$ cat src/rtl/muldiv_seq_if.sv
// EX-stage <-> M-extension unit bundle: op request in, stall/done/result back.
// master = EX pipeline side, slave = muldiv_seq.
interface muldiv_seq_if #(
    parameter int XLEN = 32
);
    logic            start;
    logic [2:0]      funct3;
    logic [XLEN-1:0] data1;
    logic [XLEN-1:0] data2;
    logic            flush;
    logic            stall;
    logic            done;
    logic [XLEN-1:0] result;

    modport master (output start, funct3, data1, data2, flush,
                    input  stall, done, result);
    modport slave  (input  start, funct3, data1, data2, flush,
                    output stall, done, result);
endinterface

$ cat src/rtl/muldiv_seq.sv
// RV32M iterative multiply/divide: XLEN+1 cycles accept-to-done (1 for div-by-zero/overflow).
// Holds the pipeline via combinational stall while busy; flush aborts and releases stall at once.
module muldiv_seq #(
    parameter int XLEN  = 32,
    parameter int CNT_W = 6
) (
    input  logic         clk,
    input  logic         rst,
    muldiv_seq_if.slave  bus
);
    typedef enum logic [1:0] {S_IDLE, S_CALC, S_DONE} state_t;

    localparam logic [XLEN-1:0] INT_MIN = {1'b1, {(XLEN-1){1'b0}}};

    state_t            state_q, state_d;
    logic [CNT_W-1:0]  cnt_q, cnt_d;
    logic [2:0]        op_q, op_d;
    logic [XLEN-1:0]   opnd_q, opnd_d;
    logic [2*XLEN-1:0] acc_q, acc_d;
    logic              sa_q, sa_d, sb_q, sb_d;
    logic [XLEN-1:0]   result_q, result_d;

    logic              sgn1, sgn2, neg1, neg2, div_zero, div_ovf;
    logic [XLEN-1:0]   mag1, mag2, fast_res;
    logic [XLEN:0]     mul_sum, div_shift, div_diff;
    logic [2*XLEN-1:0] step, prod_s;
    logic [XLEN-1:0]   quo_s, rem_s, fin;
    logic              stall, done;

    // Operand decode: which operands are signed, their magnitudes, and the div fast-path cases.
    always_comb begin
        sgn1     = bus.funct3[2] ? ~bus.funct3[0] : (bus.funct3[1:0] != 2'b11);
        sgn2     = bus.funct3[2] ? ~bus.funct3[0] : ~bus.funct3[1];
        neg1     = sgn1 & bus.data1[XLEN-1];
        neg2     = sgn2 & bus.data2[XLEN-1];
        mag1     = neg1 ? -bus.data1 : bus.data1;
        mag2     = neg2 ? -bus.data2 : bus.data2;
        div_zero = (bus.data2 == '0);
        div_ovf  = ~bus.funct3[0] & (bus.data1 == INT_MIN) & (bus.data2 == '1);
        if (bus.funct3[1])
            fast_res = div_zero ? bus.data1 : '0;
        else
            fast_res = div_zero ? '1 : INT_MIN;
    end

    // acc holds {product high, multiplier} for mul and {remainder, dividend/quotient} for div.
    always_comb begin
        mul_sum   = {1'b0, acc_q[2*XLEN-1:XLEN]} + (acc_q[0] ? {1'b0, opnd_q} : '0);
        div_shift = {acc_q[2*XLEN-1:XLEN], acc_q[XLEN-1]};
        div_diff  = div_shift - {1'b0, opnd_q};
        if (!op_q[2])
            step = {mul_sum, acc_q[XLEN-1:1]};
        else if (div_diff[XLEN])
            step = {div_shift[XLEN-1:0], acc_q[XLEN-2:0], 1'b0};
        else
            step = {div_diff[XLEN-1:0], acc_q[XLEN-2:0], 1'b1};
    end

    always_comb begin
        prod_s = (sa_q ^ sb_q) ? -step : step;
        quo_s  = (sa_q ^ sb_q) ? -step[XLEN-1:0] : step[XLEN-1:0];
        rem_s  = sa_q ? -step[2*XLEN-1:XLEN] : step[2*XLEN-1:XLEN];
        case (op_q)
            3'b000:                 fin = prod_s[XLEN-1:0];
            3'b001, 3'b010, 3'b011: fin = prod_s[2*XLEN-1:XLEN];
            3'b100, 3'b101:         fin = quo_s;
            default:                fin = rem_s;
        endcase
    end

    always_comb begin
        state_d  = state_q;
        cnt_d    = cnt_q;
        op_d     = op_q;
        opnd_d   = opnd_q;
        acc_d    = acc_q;
        sa_d     = sa_q;
        sb_d     = sb_q;
        result_d = result_q;
        stall    = 1'b0;
        done     = 1'b0;
        case (state_q)
            S_IDLE: begin
                if (bus.start && !bus.flush) begin
                    stall = 1'b1;
                    op_d  = bus.funct3;
                    sa_d  = neg1;
                    sb_d  = neg2;
                    cnt_d = '0;
                    if (bus.funct3[2]) begin
                        opnd_d = mag2;
                        acc_d  = {{XLEN{1'b0}}, mag1};
                    end else begin
                        opnd_d = mag1;
                        acc_d  = {{XLEN{1'b0}}, mag2};
                    end
                    if (bus.funct3[2] && (div_zero || div_ovf)) begin
                        state_d  = S_DONE;
                        result_d = fast_res;
                    end else begin
                        state_d = S_CALC;
                    end
                end
            end
            S_CALC: begin
                if (bus.flush) begin
                    state_d = S_IDLE;
                end else begin
                    stall = 1'b1;
                    acc_d = step;
                    cnt_d = cnt_q + CNT_W'(1);
                    if (cnt_q == CNT_W'(XLEN-1)) begin
                        state_d  = S_DONE;
                        result_d = fin;
                    end
                end
            end
            S_DONE: begin
                done    = ~bus.flush;
                state_d = S_IDLE;
            end
            default: state_d = S_IDLE;
        endcase
    end

    always_ff @(posedge clk) begin
        if (rst) begin
            state_q  <= S_IDLE;
            cnt_q    <= '0;
            op_q     <= '0;
            opnd_q   <= '0;
            acc_q    <= '0;
            sa_q     <= 1'b0;
            sb_q     <= 1'b0;
            result_q <= '0;
        end else begin
            state_q  <= state_d;
            cnt_q    <= cnt_d;
            op_q     <= op_d;
            opnd_q   <= opnd_d;
            acc_q    <= acc_d;
            sa_q     <= sa_d;
            sb_q     <= sb_d;
            result_q <= result_d;
        end
    end

    assign bus.stall  = stall;
    assign bus.done   = done;
    assign bus.result = result_q;
endmodule

$ cat src/flat_wrapper.sv
// flat-port wrapper written by rule: the top's interface ports become plain ports
module muldiv_seq_flat 
#(
    parameter int XLEN  = 32,
    parameter int CNT_W = 6
)
  (clk, rst, bus_start, bus_funct3, bus_data1, bus_data2, bus_flush, bus_stall, bus_done, bus_result);
  muldiv_seq_if #(.XLEN(XLEN)) bus_i ();
  input  logic clk;
  input  logic rst;
  input wire logic [$bits(bus_i.start)-1:0] bus_start;
  input wire logic [$bits(bus_i.funct3)-1:0] bus_funct3;
  input wire logic [$bits(bus_i.data1)-1:0] bus_data1;
  input wire logic [$bits(bus_i.data2)-1:0] bus_data2;
  input wire logic [$bits(bus_i.flush)-1:0] bus_flush;
  output wire logic [$bits(bus_i.stall)-1:0] bus_stall;
  output wire logic [$bits(bus_i.done)-1:0] bus_done;
  output wire logic [$bits(bus_i.result)-1:0] bus_result;
  assign bus_i.start = bus_start;
  assign bus_i.funct3 = bus_funct3;
  assign bus_i.data1 = bus_data1;
  assign bus_i.data2 = bus_data2;
  assign bus_i.flush = bus_flush;
  assign bus_stall = bus_i.stall;
  assign bus_done = bus_i.done;
  assign bus_result = bus_i.result;
  muldiv_seq #(.XLEN(XLEN), .CNT_W(CNT_W)) u_core (.clk(clk), .rst(rst), .bus(bus_i));
endmodule
$ cat config.mk
export PLATFORM = sky130hd
export DESIGN_NAME = muldiv_seq_flat
export DESIGN_NICKNAME = d
export VERILOG_FILES = /design/src/rtl/muldiv_seq_if.sv /design/src/rtl/muldiv_seq.sv /design/src/flat_wrapper.sv
export SDC_FILE = /design/constraint.sdc
export NUM_CORES = 1
export LEC_CHECK = 0
export CAP_MARGIN = 20
export CORE_MARGIN = 2
export CORE_UTILIZATION = 37
export CTS_CLUSTER_DIAMETER = 60
export DETAILED_ROUTE_END_ITERATION = 7
export SETUP_SLACK_MARGIN = 0.2
export SYNTH_ARGS = -nofsm -noshare
export SYNTH_HDL_FRONTEND = slang
export SYNTH_SLANG_ARGS = --single-unit
$ cat constraint.sdc
create_clock -name clk -period 8.4 [get_ports clk]
set_input_delay 1.68 -clock clk [delete_from_list [all_inputs] [get_ports clk]]
set_output_delay 1.68 -clock clk [all_outputs]
set_load 0.01 [all_outputs]
==> results.toml, run 1 <==
[outcome]
status = "finished clean"

[route]
via_per_inst = 6.36
routed_wl_mm = 71.1
drc = 0
ant_nets = 0
drt-initial-drc-count = 1968
first_pass_iters = 6
vias = 18600
avgRoutedWirePerCell_um = 24.4

[floorplan]
die_y_um = 214
rows = 76
die_w_um = 214
pin_count = 105
initial_core_util = 0.376
die_area_mm2 = 0.0456
coreArea_mm2 = 0.0432

[clock_network]
tritoncts = "done"
post_cts_buffers = 0
cts.sinks = 141
ctsResizeCount = 0
cts.clk_slew.worst_paths_ps = 60
clockBufferDepth = 2
cts_buffers = 17
clock_latency_ps = 440
cts-root-buf = "clkbuf_16"
h-tree-depth = 4
postCtsHoldBufs = 0

[synthesis]
synthCells = 2329
synth_top_area_share = 0.174
synth_seq_cells = 141
synthDistinctLibCells = 104
yosysWarningCount = 0
synth_area_leaders = "dfxtp_1, nor2_1, a21oi_1"
synth_ff_type = "dfxtp_1"
asyncSetResetFlopFracSynth = 0
synth_seq_area_share = 0.174
syn-cell-area_mm2 = 0.0162
synth_common_cells = "nor2_1, a21oi_1, nand2_1"
syn_avg_cell_area_um2 = 6.97
synth.most_common_cell = "nor2_1"
yosys.area.top_type = "dfxtp_1"
synth_edf_count = 0
synth_nets = 2472

[placed_design]
place_area_mm2 = 0.0176
place_inst = 2883
hpwl_mm = 55.4
io_buffers = 104
gp_congestion = 0.983

[grt]
grt-ovfl-total = 0
grt_pass1_vias = 17100
antenna_found_initial = 0
grtUsageTotal = 0.309
grt_pass1_wl_mm = 107
grt_max_degree = 84

[final_layout]
drive_above_1_share = 0.0549
multi_input_area_mm2 = 0.0125
stdcell_area_mm2 = 0.0182
num-fill-cells = 4565
nNetsFinal = 2461
area.sequential_mm2 = 0.00283
diodes = 0
instances_no_fill = 2916
area_delta_synth_final_pct = 12.2

[worst_setup_path]
critPathKind = "input pin to flip-flop"
worstPathArrival_ps = 6300
critPathCaptureType = "flip-flop"
startpoint_type = "input pin"
cp.required_ps = 8720
cp_max_fo = 28

[power_and_ir_drop]
leakagePower_uw = 0.00664
power.total_uw = 2420
powerDensity_mw_per_mm2 = 133
ir_drop_uv = 98.1

[timing]
hold_viol = 0
period_needed_ps = 5980
post-route-period-util = 0.712
maxSlewHeadroom = 0.253
rsz0062_at_grt = "no"
slew_violations = 0
clock.fmax_mhz = 167
tns_ps = 0
setup_viol = 0
finClkSkew_ps = 10.7
tightest_slew_ps = 1120

[run]
cap_violations = 0

[worst_hold_path]
worstHoldPathType = "flip-flop to flip-flop"
[metal layers]
| metal | global-route usage | share of wire |
|---|---|---|
| met1 | 0.409 | 0.42 |
| met2 | 0.488 | 0.45 |
| met3 | 0.0480 | 0.079 |
| met4 | 0.156 | 0.056 |
| met5 | 0 | 0 |
[report_power, final]
group          leakage [uW]  switching, uW  internal (uW)
registers           0.00115           34.6            694
clock network      0.000290            349            474
logic               0.00520            583            290
total               0.00664            966           1460
[worst paths after layout]
path | from | to | slack, ps | depth (start not counted)
max | bus_data1[12] | u_core.bus.result[15] | 2420 | 14
min reg2reg | u_core.opnd_q[25] | u_core.opnd_q[25] | 470 | 2
min | u_core.opnd_q[25] | u_core.opnd_q[25] | 470 | 2
max reg2reg | u_core.opnd_q[0] | u_core.bus.result[22] | 2440 | 21
[stage by stage]
step	utilization	hold WS (ps)	worst slack, ps
after floorplan	-	440	3360
after global placement	0.407	456	2150
after detailed placement	0.407	462	2070
after CTS	0.421	472	2450
after global routing	0.422	492	2080
final	0.422	468	2420
[final cells by class]
class,instances,share of cell area
clock buffer,18,0.0235
clock inverter,14,0.0102
inverter,69,0.0142
multi-input combinational,1955,0.687
sequential,141,0.155
timing repair buffer,134,0.0702
tap,585,0.0402
[critical path, cell delays in order]
cell and delay (ps):
clkdlybuf4s50_1 490, nor3_1 350, nand2_1 150, nor4_1 520, and4b_1 340, nand3_1 160, nor4_1 420, o21ai_0 180
o21ai_0 330, o21a_1 690, buf_4 380, nand2_1 150, a2111oi_0 350, nor2_1 90
[cells by family after synthesis]
logic type,after synthesis,share of synthesized area
buffers and inverters,233,0.0579
AOI/OAI and AO/OA,804,0.328
DFF,141,0.174
xor gates and xnor gates,173,0.0933
adders and majority gates,72,0.0564
muxes,55,0.0345
and+or+nand+nor,851,0.256
[sequential cells by signal, indices dropped and copies added, names as in the netlist]
register,flops
u_core.sa_q,1
u_core.acc_q,64
u_core.cnt_q,6
u_core.state_q,2
u_core.op_q,3
u_core.sb_q,1
u_core.bus.result,32
u_core.opnd_q,32
[placed cells by master, fill, tap and decap left out, types with 11 or more instances in the layout]
master,synthesis,final
a21o_1,27,27
and2_1,55,55
a311oi_1,11,11
clkbuf_16,0,17
or3_1,24,24
buf_4,4,30
nand2b_1,12,11
xor2_1,78,78
o21ai_0,165,164
nor2_1,284,281
nor4_1,23,23
inv_1,67,67
nor2b_1,14,13
xnor2_1,95,94
nand4_1,34,34
nand3_1,43,43
a41oi_1,12,12
o22ai_1,11,11
a21oi_1,204,204
mux2i_1,50,50
o31ai_1,22,22
nor3_1,78,78
and3_1,22,22
dfxtp_1,141,140
a221oi_1,11,11
o211ai_1,79,79
a211oi_1,50,50
a31oi_1,50,50
nand2_1,196,196
clkdlybuf4s50_1,0,102
o21a_1,12,12
and4_1,11,11
a22oi_1,30,30
ha_1,70,70
Note: power is estimated with default switching activity, not from simulation.
==> run 2: changes to the inputs <==
==> constraint.sdc (replaced) <==
create_clock -name clk -period 6.25 [get_ports clk]
set_input_delay 1.25 -clock clk [delete_from_list [all_inputs] [get_ports clk]]
set_output_delay 1.25 -clock clk [all_outputs]
set_load 0.01 [all_outputs]
==> results.toml, run 2 (synthesis results as in run 1) <==
[floorplan]
pin_count = 105
initial_core_util = 0.376
coreArea_mm2 = 0.0432
die_w_um = 214
rows = 76
die_area_mm2 = 0.0456
die_y_um = 214

[grt]
antenna_found_initial = 1
grt_pass1_wl_mm = 108
grt_pass1_vias = 16900
grtUsageTotal = 0.316
grt_max_degree = 84
grt-ovfl-total = 0

[worst_setup_path]
cp_num_cells = 18
r2r-start = "u_core.acc_q[31]"
critPathKind = "flip-flop to flip-flop"
cpPeakStageDelay_ps = 610
cp_max_fo = 13
worst-path-buf-inv = 3
crit_slowest_cell = "or4_1"
worstPathArrival_ps = 6110
startpoint_type = "flip-flop"
rr_endpoint = "u_core.bus.result[18]"
crit_path_cell_trace = "inv_1 > ha_1 > inv_1 > fa_1 > a211oi_1 > nor3_1 > o21ai_2 > a21boi_4 > o21ai_1 > buf_4 > a21oi_1 > a211o_1 > or2_2 > or4_1 > o21ai_0 > xor2_1 > a2111oi_0 > nor4_1"
crit_top_cell = "inv_1"
critPathCaptureType = "flip-flop"
rrSetupSlack_ps = 450
cp_top_family = "compound AO/OA/AOI/OAI gates"
crit_start = "u_core.acc_q[31]"
rr_worst_depth = 18
cp.required_ps = 6560

[route]
via_per_inst = 6.37
drt-initial-drc-count = 2267
ant_nets = 0
avgRoutedWirePerCell_um = 24.8
first_pass_iters = 7
drc = 0
vias = 18800
routed_wl_mm = 73.3

[clock_network]
clockBufferDepth = 2
cts.sinks = 141
tritoncts = "done"
ctsResizeCount = 0
h-tree-depth = 4
post_cts_buffers = 0
cts.clk_slew.worst_paths_ps = 70
cts-root-buf = "clkbuf_16"
postCtsHoldBufs = 0
cts_buffers = 17
clock_latency_ps = 460

[timing]
tightest_slew_ps = 1180
post-route-period-util = 0.928
finClkSkew_ps = 17.1
maxSlewHeadroom = 0.210
whs_ps = 472
hold_viol = 0
period_needed_ps = 5800
rsz0062_at_grt = "no"
tns_ps = 0
setup_viol = 0
slew_violations = 0
clock.fmax_mhz = 172

[power_and_ir_drop]
powerDensity_mw_per_mm2 = 178
ir_drop_uv = 168
power.total_uw = 3300
leakagePower_uw = 0.00686

[placed_design]
place_inst = 2921
gp_congestion = 1.01
hpwl_mm = 57.3
io_buffers = 104

[final_layout]
final_common_cell = "nor2_1"
regMostFlops = "u_core.acc_q"
drive_above_1_share = 0.0717
nNetsFinal = 2502
postLayoutCoreUtil = 0.429
final_cell_mix = "nor2_1, a21oi_1, nand2_1"
diodes = 0
largest_reg_flops = 64
instances_no_fill = 2957
area_delta_synth_final_pct = 14.0

[run]
cap_violations = 0

[worst_hold_path]
worstHoldStart = "u_core.opnd_q[22]"
whs_endpoint = "u_core.opnd_q[22]"
min_path_cells = 2
worstHoldPathType = "flip-flop to flip-flop"

[outcome]
status = "finished clean"
## run 2: cell types whose count changed in the layout (fill, tap and decap cells not counted), sizes merged
| cell | delta |
|---|---|
| clkinv | -1 |
| buf | +40 |
| inv | +5 |
| bufinv | -1 |
| clkinvlp | -2 |
## run 2: worst max-delay path by stage
stage / to / slack [ps]
2_1_floorplan: u_core.bus.result[20] / 1660
3_3_place_gp: u_core.bus.result[22] / 580
3_5_place_dp: u_core.bus.result[22] / 570
4_1_cts: u_core.bus.result[22] / 530
5_1_grt: u_core.bus.result[18] / 240
6_report: u_core.bus.result[18] / 450
## run 2: through the flow
step                      cell area [um^2]  setup slack [ps]
after floorplan                      16200              1660
after global placement               17900               582
after detailed placement             17900               571
after CTS                            18500               531
after global routing                 18500               241
final                                18500               448
## run 2: worst min-delay path, stage by stage, from the launching register on
cell and delay (ps):
dfxtp_1 320, nand2_1 50, a21oi_1 50
## run 2: per-layer routing
layer / global-route usage / routed length (um)
met2: 0.496 / 32600
met4: 0.156 / 3920
met1: 0.427 / 30600
met5: 0 / 0
met3: 0.0384 / 6180
## run 2: area by class of cell
cell class              instances  area, um^2
clock buffers                  17         425
flip-flops and latches        141        2830
clock inverters                15         190
inverters                      69         259
well taps                     585         732
multi-input cells            1955       12500
repair buffers                175        1570
fillers                      4534       24700
## run 2: power by group
part           leakage, uW  switching [uW]  total [uW]  internal (uW)
Combinational      0.00541             799        1200            404
Sequential         0.00115            47.2         980            933
Clock             0.000300             510        1120            611
==> run 3: changes to the inputs <==
--- a/config.mk
+++ b/config.mk
@@ -5,6 +5,7 @@
 export SDC_FILE = /design/constraint.sdc
 export NUM_CORES = 1
 export LEC_CHECK = 0
+export ABC_CLOCK_PERIOD_IN_PS = 6250
 export CAP_MARGIN = 20
 export CORE_MARGIN = 2
 export CORE_UTILIZATION = 37
==> results of run 3 <==
Final layout, timing and power as in run 2 (identical DEF).
